**config.mk**
```make
export PLATFORM = sky130hd
export DESIGN_NAME = l2_port_arbiter
export DESIGN_NICKNAME = d
export VERILOG_FILES = /design/src/rtl/l2_port_arbiter.sv
export SDC_FILE = /design/constraint.sdc
export NUM_CORES = 1
export LEC_CHECK = 0
export ABC_AREA = 1
export CORE_AREA = 5 5 423 425
export CTS_CLUSTER_DIAMETER = 30
export DETAILED_ROUTE_END_ITERATION = 12
export DIE_AREA = 0 0 428 430
export GPL_TIMING_DRIVEN = 0
export HOLD_SLACK_MARGIN = 0.1
export PLACE_DENSITY = 0.32
export SETUP_SLACK_MARGIN = 0.1
export SYNTH_ARGS = -nofsm -noshare
export SYNTH_HDL_FRONTEND = slang
export SYNTH_SLANG_ARGS = --single-unit
```
**constraint.sdc**
```tcl
create_clock -name clock -period 3.9 [get_ports clock]
set_clock_uncertainty 0.1 [all_clocks]
set_input_delay 0.78 -clock clock [delete_from_list [all_inputs] [get_ports clock]]
set_output_delay 0.78 -clock clock [all_outputs]
set_load 0.05 [all_outputs]
```
**src/rtl/l2_port_arbiter.sv**
```systemverilog
// Round-robin arbiter sharing one L2 request port among NUM_REQ L1 miss controllers.
// Issue order is tracked in a tag FIFO so completions are routed back to their requesters.
module l2_port_arbiter #(
   parameter int unsigned NUM_REQ   = 4,
   parameter int unsigned ADDR_W    = 32,
   parameter int unsigned DATA_W    = 128,
   parameter int unsigned OUT_DEPTH = 4
) (
   input  logic                      clock,
   input  logic                      reset,
   input  logic [NUM_REQ-1:0]        req_valid,
   input  logic [NUM_REQ-1:0]        req_rw,
   input  logic [NUM_REQ*ADDR_W-1:0] req_addr,
   input  logic [NUM_REQ*DATA_W-1:0] req_wdata,
   output logic [NUM_REQ-1:0]        req_stall,
   output logic [NUM_REQ-1:0]        req_done,
   output logic [DATA_W-1:0]         resp_rdata,
   output logic                      l2_valid,
   output logic                      l2_rw,
   output logic [ADDR_W-1:0]         l2_addr,
   output logic [DATA_W-1:0]         l2_wdata,
   input  logic                      l2_stall,
   input  logic                      l2_done,
   input  logic [DATA_W-1:0]         l2_rdata,
   input  logic                      flush,
   output logic                      flush_done,
   output logic                      busy,
   output logic                      spurious_done
);

   localparam int unsigned ID_W  = (NUM_REQ > 1) ? $clog2(NUM_REQ) : 1;
   localparam int unsigned PTR_W = (OUT_DEPTH > 1) ? $clog2(OUT_DEPTH) : 1;
   localparam int unsigned CNT_W = $clog2(OUT_DEPTH + 1);

   typedef enum logic [1:0] {
      ST_IDLE  = 2'd0,
      ST_ISSUE = 2'd1,
      ST_DRAIN = 2'd2
   } state_t;

   state_t              state_q, state_d;
   logic [ID_W-1:0]     rr_ptr_q, rr_ptr_d;
   logic [ID_W-1:0]     fifo_q [OUT_DEPTH];
   logic [ID_W-1:0]     fifo_d [OUT_DEPTH];
   logic [PTR_W-1:0]    wr_ptr_q, wr_ptr_d;
   logic [PTR_W-1:0]    rd_ptr_q, rd_ptr_d;
   logic [CNT_W-1:0]    count_q, count_d;
   logic                l2_valid_q, l2_valid_d;
   logic                l2_rw_q, l2_rw_d;
   logic [ADDR_W-1:0]   l2_addr_q, l2_addr_d;
   logic [DATA_W-1:0]   l2_wdata_q, l2_wdata_d;
   logic [NUM_REQ-1:0]  req_done_q, req_done_d;
   logic [DATA_W-1:0]   resp_rdata_q, resp_rdata_d;
   logic                flush_done_q, flush_done_d;
   logic                busy_q, busy_d;
   logic                spurious_q, spurious_d;

   logic                found_c;
   logic [ID_W-1:0]     win_id_c;
   int unsigned         scan_idx;
   logic                slot_free_c;
   logic                grant_c;
   logic                pop_c;
   logic [ID_W-1:0]     head_id_c;
   logic [NUM_REQ-1:0]  gnt_vec_c;
   logic                drained_c;

   function automatic logic [PTR_W-1:0] ptr_inc(input logic [PTR_W-1:0] p);
      return (p == PTR_W'(OUT_DEPTH - 1)) ? '0 : p + PTR_W'(1);
   endfunction

   // First requesting port at or above rr_ptr, wrapping
   always_comb begin
      found_c  = 1'b0;
      win_id_c = '0;
      scan_idx = 0;
      for (int unsigned k = 0; k < NUM_REQ; k++) begin
         scan_idx = 32'(rr_ptr_q) + k;
         if (scan_idx >= NUM_REQ) scan_idx = scan_idx - NUM_REQ;
         if (!found_c && req_valid[ID_W'(scan_idx)]) begin
            found_c  = 1'b1;
            win_id_c = ID_W'(scan_idx);
         end
      end
   end

   assign slot_free_c = ~l2_valid_q | ~l2_stall;
   assign pop_c       = l2_done & (count_q != '0);
   assign head_id_c   = fifo_q[rd_ptr_q];
   assign grant_c     = (state_q != ST_DRAIN) & slot_free_c &
                        ((count_q < CNT_W'(OUT_DEPTH)) | l2_done) & found_c;
   assign gnt_vec_c   = grant_c ? (NUM_REQ'(1) << win_id_c) : '0;
   assign req_stall   = req_valid & ~gnt_vec_c;

   // Datapath: output register, tag FIFO, completion routing
   always_comb begin
      rr_ptr_d     = rr_ptr_q;
      fifo_d       = fifo_q;
      wr_ptr_d     = wr_ptr_q;
      rd_ptr_d     = rd_ptr_q;
      l2_valid_d   = l2_valid_q;
      l2_rw_d      = l2_rw_q;
      l2_addr_d    = l2_addr_q;
      l2_wdata_d   = l2_wdata_q;
      req_done_d   = '0;
      resp_rdata_d = resp_rdata_q;
      spurious_d   = spurious_q | (l2_done & (count_q == '0));
      count_d      = count_q + CNT_W'(grant_c) - CNT_W'(pop_c);

      if (grant_c) begin
         rr_ptr_d           = (win_id_c == ID_W'(NUM_REQ - 1)) ? '0 : win_id_c + ID_W'(1);
         fifo_d[wr_ptr_q]   = win_id_c;
         wr_ptr_d           = ptr_inc(wr_ptr_q);
         l2_valid_d         = 1'b1;
         l2_rw_d            = req_rw[win_id_c];
         l2_addr_d          = req_addr[32'(win_id_c) * ADDR_W +: ADDR_W];
         l2_wdata_d         = req_wdata[32'(win_id_c) * DATA_W +: DATA_W];
      end else if (slot_free_c) begin
         l2_valid_d = 1'b0;
      end

      if (pop_c) begin
         rd_ptr_d     = ptr_inc(rd_ptr_q);
         req_done_d   = NUM_REQ'(1) << head_id_c;
         resp_rdata_d = l2_rdata;
      end
   end

   assign drained_c = (count_d == '0) & ~l2_valid_d;

   // Control state: flush drain sequencing
   always_comb begin
      state_d      = state_q;
      flush_done_d = 1'b0;
      busy_d       = (count_d != '0) | l2_valid_d;
      case (state_q)
         ST_IDLE: begin
            if (flush)        state_d = ST_DRAIN;
            else if (grant_c) state_d = ST_ISSUE;
         end
         ST_ISSUE: begin
            if (flush)          state_d = ST_DRAIN;
            else if (drained_c) state_d = ST_IDLE;
         end
         ST_DRAIN: begin
            if (drained_c) begin
               state_d      = ST_IDLE;
               flush_done_d = 1'b1;
            end
         end
         default: state_d = ST_IDLE;
      endcase
   end

   always_ff @(posedge clock) begin
      if (reset) begin
         state_q      <= ST_IDLE;
         rr_ptr_q     <= '0;
         fifo_q       <= '{default: '0};
         wr_ptr_q     <= '0;
         rd_ptr_q     <= '0;
         count_q      <= '0;
         l2_valid_q   <= 1'b0;
         l2_rw_q      <= 1'b0;
         l2_addr_q    <= '0;
         l2_wdata_q   <= '0;
         req_done_q   <= '0;
         resp_rdata_q <= '0;
         flush_done_q <= 1'b0;
         busy_q       <= 1'b0;
         spurious_q   <= 1'b0;
      end else begin
         state_q      <= state_d;
         rr_ptr_q     <= rr_ptr_d;
         fifo_q       <= fifo_d;
         wr_ptr_q     <= wr_ptr_d;
         rd_ptr_q     <= rd_ptr_d;
         count_q      <= count_d;
         l2_valid_q   <= l2_valid_d;
         l2_rw_q      <= l2_rw_d;
         l2_addr_q    <= l2_addr_d;
         l2_wdata_q   <= l2_wdata_d;
         req_done_q   <= req_done_d;
         resp_rdata_q <= resp_rdata_d;
         flush_done_q <= flush_done_d;
         busy_q       <= busy_d;
         spurious_q   <= spurious_d;
      end
   end

   assign l2_valid      = l2_valid_q;
   assign l2_rw         = l2_rw_q;
   assign l2_addr       = l2_addr_q;
   assign l2_wdata      = l2_wdata_q;
   assign req_done      = req_done_q;
   assign resp_rdata    = resp_rdata_q;
   assign flush_done    = flush_done_q;
   assign busy          = busy_q;
   assign spurious_done = spurious_q;

endmodule

```
==> impl_metrics.env <==
export IMPL_outcome="completed"
export IMPL_cts_tree="yes"
export IMPL_cp_max_fo=6
export IMPL_fin_crit_sh_pct=93.73
export IMPL_ys_warn_count=0
export IMPL_path_clk_slew_ns=0.04
export IMPL_synthDistinctLibCells=28
export IMPL_synthCells=3578
export IMPL_vias=28040
export IMPL_drv_cap=0
export IMPL_slew_viol_final=0
export IMPL_grt_pass1_wl_mm=229.9
export IMPL_intPower_mw=18.05
export IMPL_cts_sinks=316
export IMPL_crit_family="buffers and inverters"
export IMPL_place_gp_congestion=0.8894
export IMPL_power_mw=37.09
export IMPL_drc=0
export IMPL_hold_viol_final=0
export IMPL_root_buffer="clkbuf_16"
export IMPL_portBuffers=1081
export IMPL_die_area_um2=184000
export IMPL_fp_row_count=154
export IMPL_synth_ff_type="dfxtp_1"
export IMPL_critPathRequiredTime_ns=3.02
export IMPL_die_h_um=430
export IMPL_die_x_um=428
export IMPL_cp_slowest_cell="clkdlybuf4s50_1"
export IMPL_async_flop_share_pct=0
export IMPL_final_nets=5609
export IMPL_cp_num_buf_inv=6
export IMPL_startpoint_type="input pin"
export IMPL_yosys_register_bits=316
export IMPL_synth_yosys_seq_area_share_pct=30.74
export IMPL_period_needed_ns=3.656
export IMPL_power_switching_mw=19.03
export IMPL_synth_nets=4371
export IMPL_grt_pass1_vias=28240
export IMPL_postRouteAntennaNets=0
export IMPL_dpl_worst_slack_ns=-1.343
export IMPL_max_freq_ghz=0.2736
export IMPL_critPathMaxStageDelay_ns=0.50
export IMPL_syn_area_um2=20580
export IMPL_clock_path_buffers=3
export IMPL_viasPerCell=3.841
export IMPL_p_clk_share_pct=27.8
export IMPL_synth_edf_count=0
export IMPL_leakage_nw=18.89
export IMPL_layout_common_cells="1074 x clkdlybuf4s50_1, 837 x inv_1, 592 x nor2_1"
export IMPL_hp_class="flip-flop to flip-flop"
export IMPL_dp_hpwl_mm=140.6
export IMPL_powerDensity_nw_per_um2=944.0
export IMPL_worst_slew_pin_slew_ns=0.9824
export IMPL_relSlewSlack_pct=34.50
export IMPL_track_usage_pct=17.84
export IMPL_grt_max_degree=17
export IMPL_syn_area_per_cell_um2=5.752
export IMPL_ir_worst_vdd_uv=388.4
export IMPL_critPathKind="input pin to primary output"
export IMPL_wl_mm=171.4
export IMPL_cts_made_buffers=138
export IMPL_crit_top_cell="nand2_1"
export IMPL_utilization_pct=22.46
export IMPL_worst_endpoint_arrival_ns=2.78
export IMPL_hold_ws_ns=0.3347
export IMPL_layout_commonest_cell="clkdlybuf4s50_1"
export IMPL_ios=1082
export IMPL_combPwrFrac_pct=58.5
export IMPL_firstDrtPassIters=5
export IMPL_end_kind="primary output"
export IMPL_clk_latency_ns=0.76
export IMPL_crit_chain="clkdlybuf4s50_1, inv_1, nand2_1, nand3_2, nand2_4, nor2_4, nand3_4, nand3_4, buf_12, buf_6, ha_1, nand2_1, nand2_1, inv_1, buf_6"
export IMPL_overflow=0
export IMPL_htree_levels=4
export IMPL_setup_viol=0
export IMPL_antenna_found_initial=78
export IMPL_wl_per_cell_um=23.48
export IMPL_core_um2=175000
export IMPL_drive_above_1_share_pct=7.702
export IMPL_area_growth_pct=90.91
export IMPL_start_util_pct=11.76
export IMPL_rsz0062_at_grt="no"
export IMPL_drt_iter0_markers=1830
export IMPL_switching_share_pct=51.32
export IMPL_worst_slack_ns=0.2445
export IMPL_sequentialPowerShare_pct=13.7
## cells by family after synthesis
group	share of synthesized area, %
AOI/OAI and AO/OA	4.177
buffers and inverters	21.40
DFF	30.74
and+or+nand+nor	42.83
adders and majority gates	0.7660
xor gates and xnor gates	0.08513
## routing by layer
layer,track usage (%),vias to the layer above,share of wire [%]
met5,0,-,0.098
met4,5.028,26,2.8
met3,6.603,269,7.8
met2,32.70,1060,51
met1,19.14,13030,38
li1,-,13660,-
## worst paths after layout
path                                    from            to  slack (ns)  depth (start not counted)
worst min register to register    state_q[0]    flush_done        0.33                          1
worst min-delay path              state_q[0]    flush_done        0.33                          1
worst max-delay path            req_valid[1]  req_stall[2]        0.24                         15
worst max register to register   rr_ptr_q[0]    state_q[1]        0.36                         20
## worst register-to-register path, delay by kind of cell, from the launching register on
kind,cells,cell delay (ns)
xor gates and xnor gates,2,0.31
buffers and inverters,4,0.52
adders and majority gates,3,0.87
and+or+nand+nor,10,1.05
AOI/OAI and AO/OA,1,0.16
DFF,1,0.37
## repair_timing
| action | CTS | global route |
|---|---|---|
| setup endpoints to repair | 8 | 8 |
| cloned | 0 | 1 |
| hold buffers | 0 | 0 |
| pin swaps | 5 | 11 |
| gates resized for setup | 62 | 29 |
| setup buffers | 13 | 4 |
## power by group through the flow
stage | Clock [mW] | Combinational, mW | Sequential, mW
finish | 10.3 | 21.7 | 5.08
global route | 10.8 | 23.5 | 5.23
CTS | 10.6 | 22.0 | 5.09
detailed placement | 0 | 21.7 | 5.12
global placement | 0 | 21.7 | 5.09
floorplan | 0 | 8.86 | 8.71
## through the flow
| step | instances | instance area, um^2 | setup TNS (ns) |
|---|---|---|---|
| CTS | 7256 | 39090 | 0 |
| global route | 7278 | 39230 | 0 |
| global placement | 6999 | 34330 | -94.56 |
| floorplan | 3578 | 20580 | 0 |
| detailed placement | 7000 | 34340 | -66.69 |
| finish | 7301 | 39290 | 0 |
## synth_stat cells (all sizes together) (11+ instances only)
library cell  number  share of area [%]
a21oi             20               0.49
buf              145                3.6
clkbuf           131                2.4
dfxtp            316                 31
ha                11               0.67
inv              846                 15
nand2            541                9.9
nand3            495                 12
nand4            324                9.8
nor2             593                 11
o21ai            144                3.5
## sequential cells by signal, indices dropped and copies added (netlist names)
register and cells:
l2_valid 1, rd_ptr_q 2, count_q 3, req_done 4, state_q 2, wr_ptr_q 2
rr_ptr_q 2, l2_rw 1, flush_done 1, busy 1, fifo_q 8, l2_wdata 128
spurious_done 1, l2_addr 32, resp_rdata 128
## final cells by class
class	instances	area (um^2)
fill	20220	135700
timing repair buffer	1100	10990
multi-input combinational	2139	9945
sequential	316	6334
clock buffer	224	4158
inverter	847	3189
tap	2340	2928
buffer	274	1265
clock inverter	21	384.1
antenna	40	100.1
(Power assumes the default switching activity.)
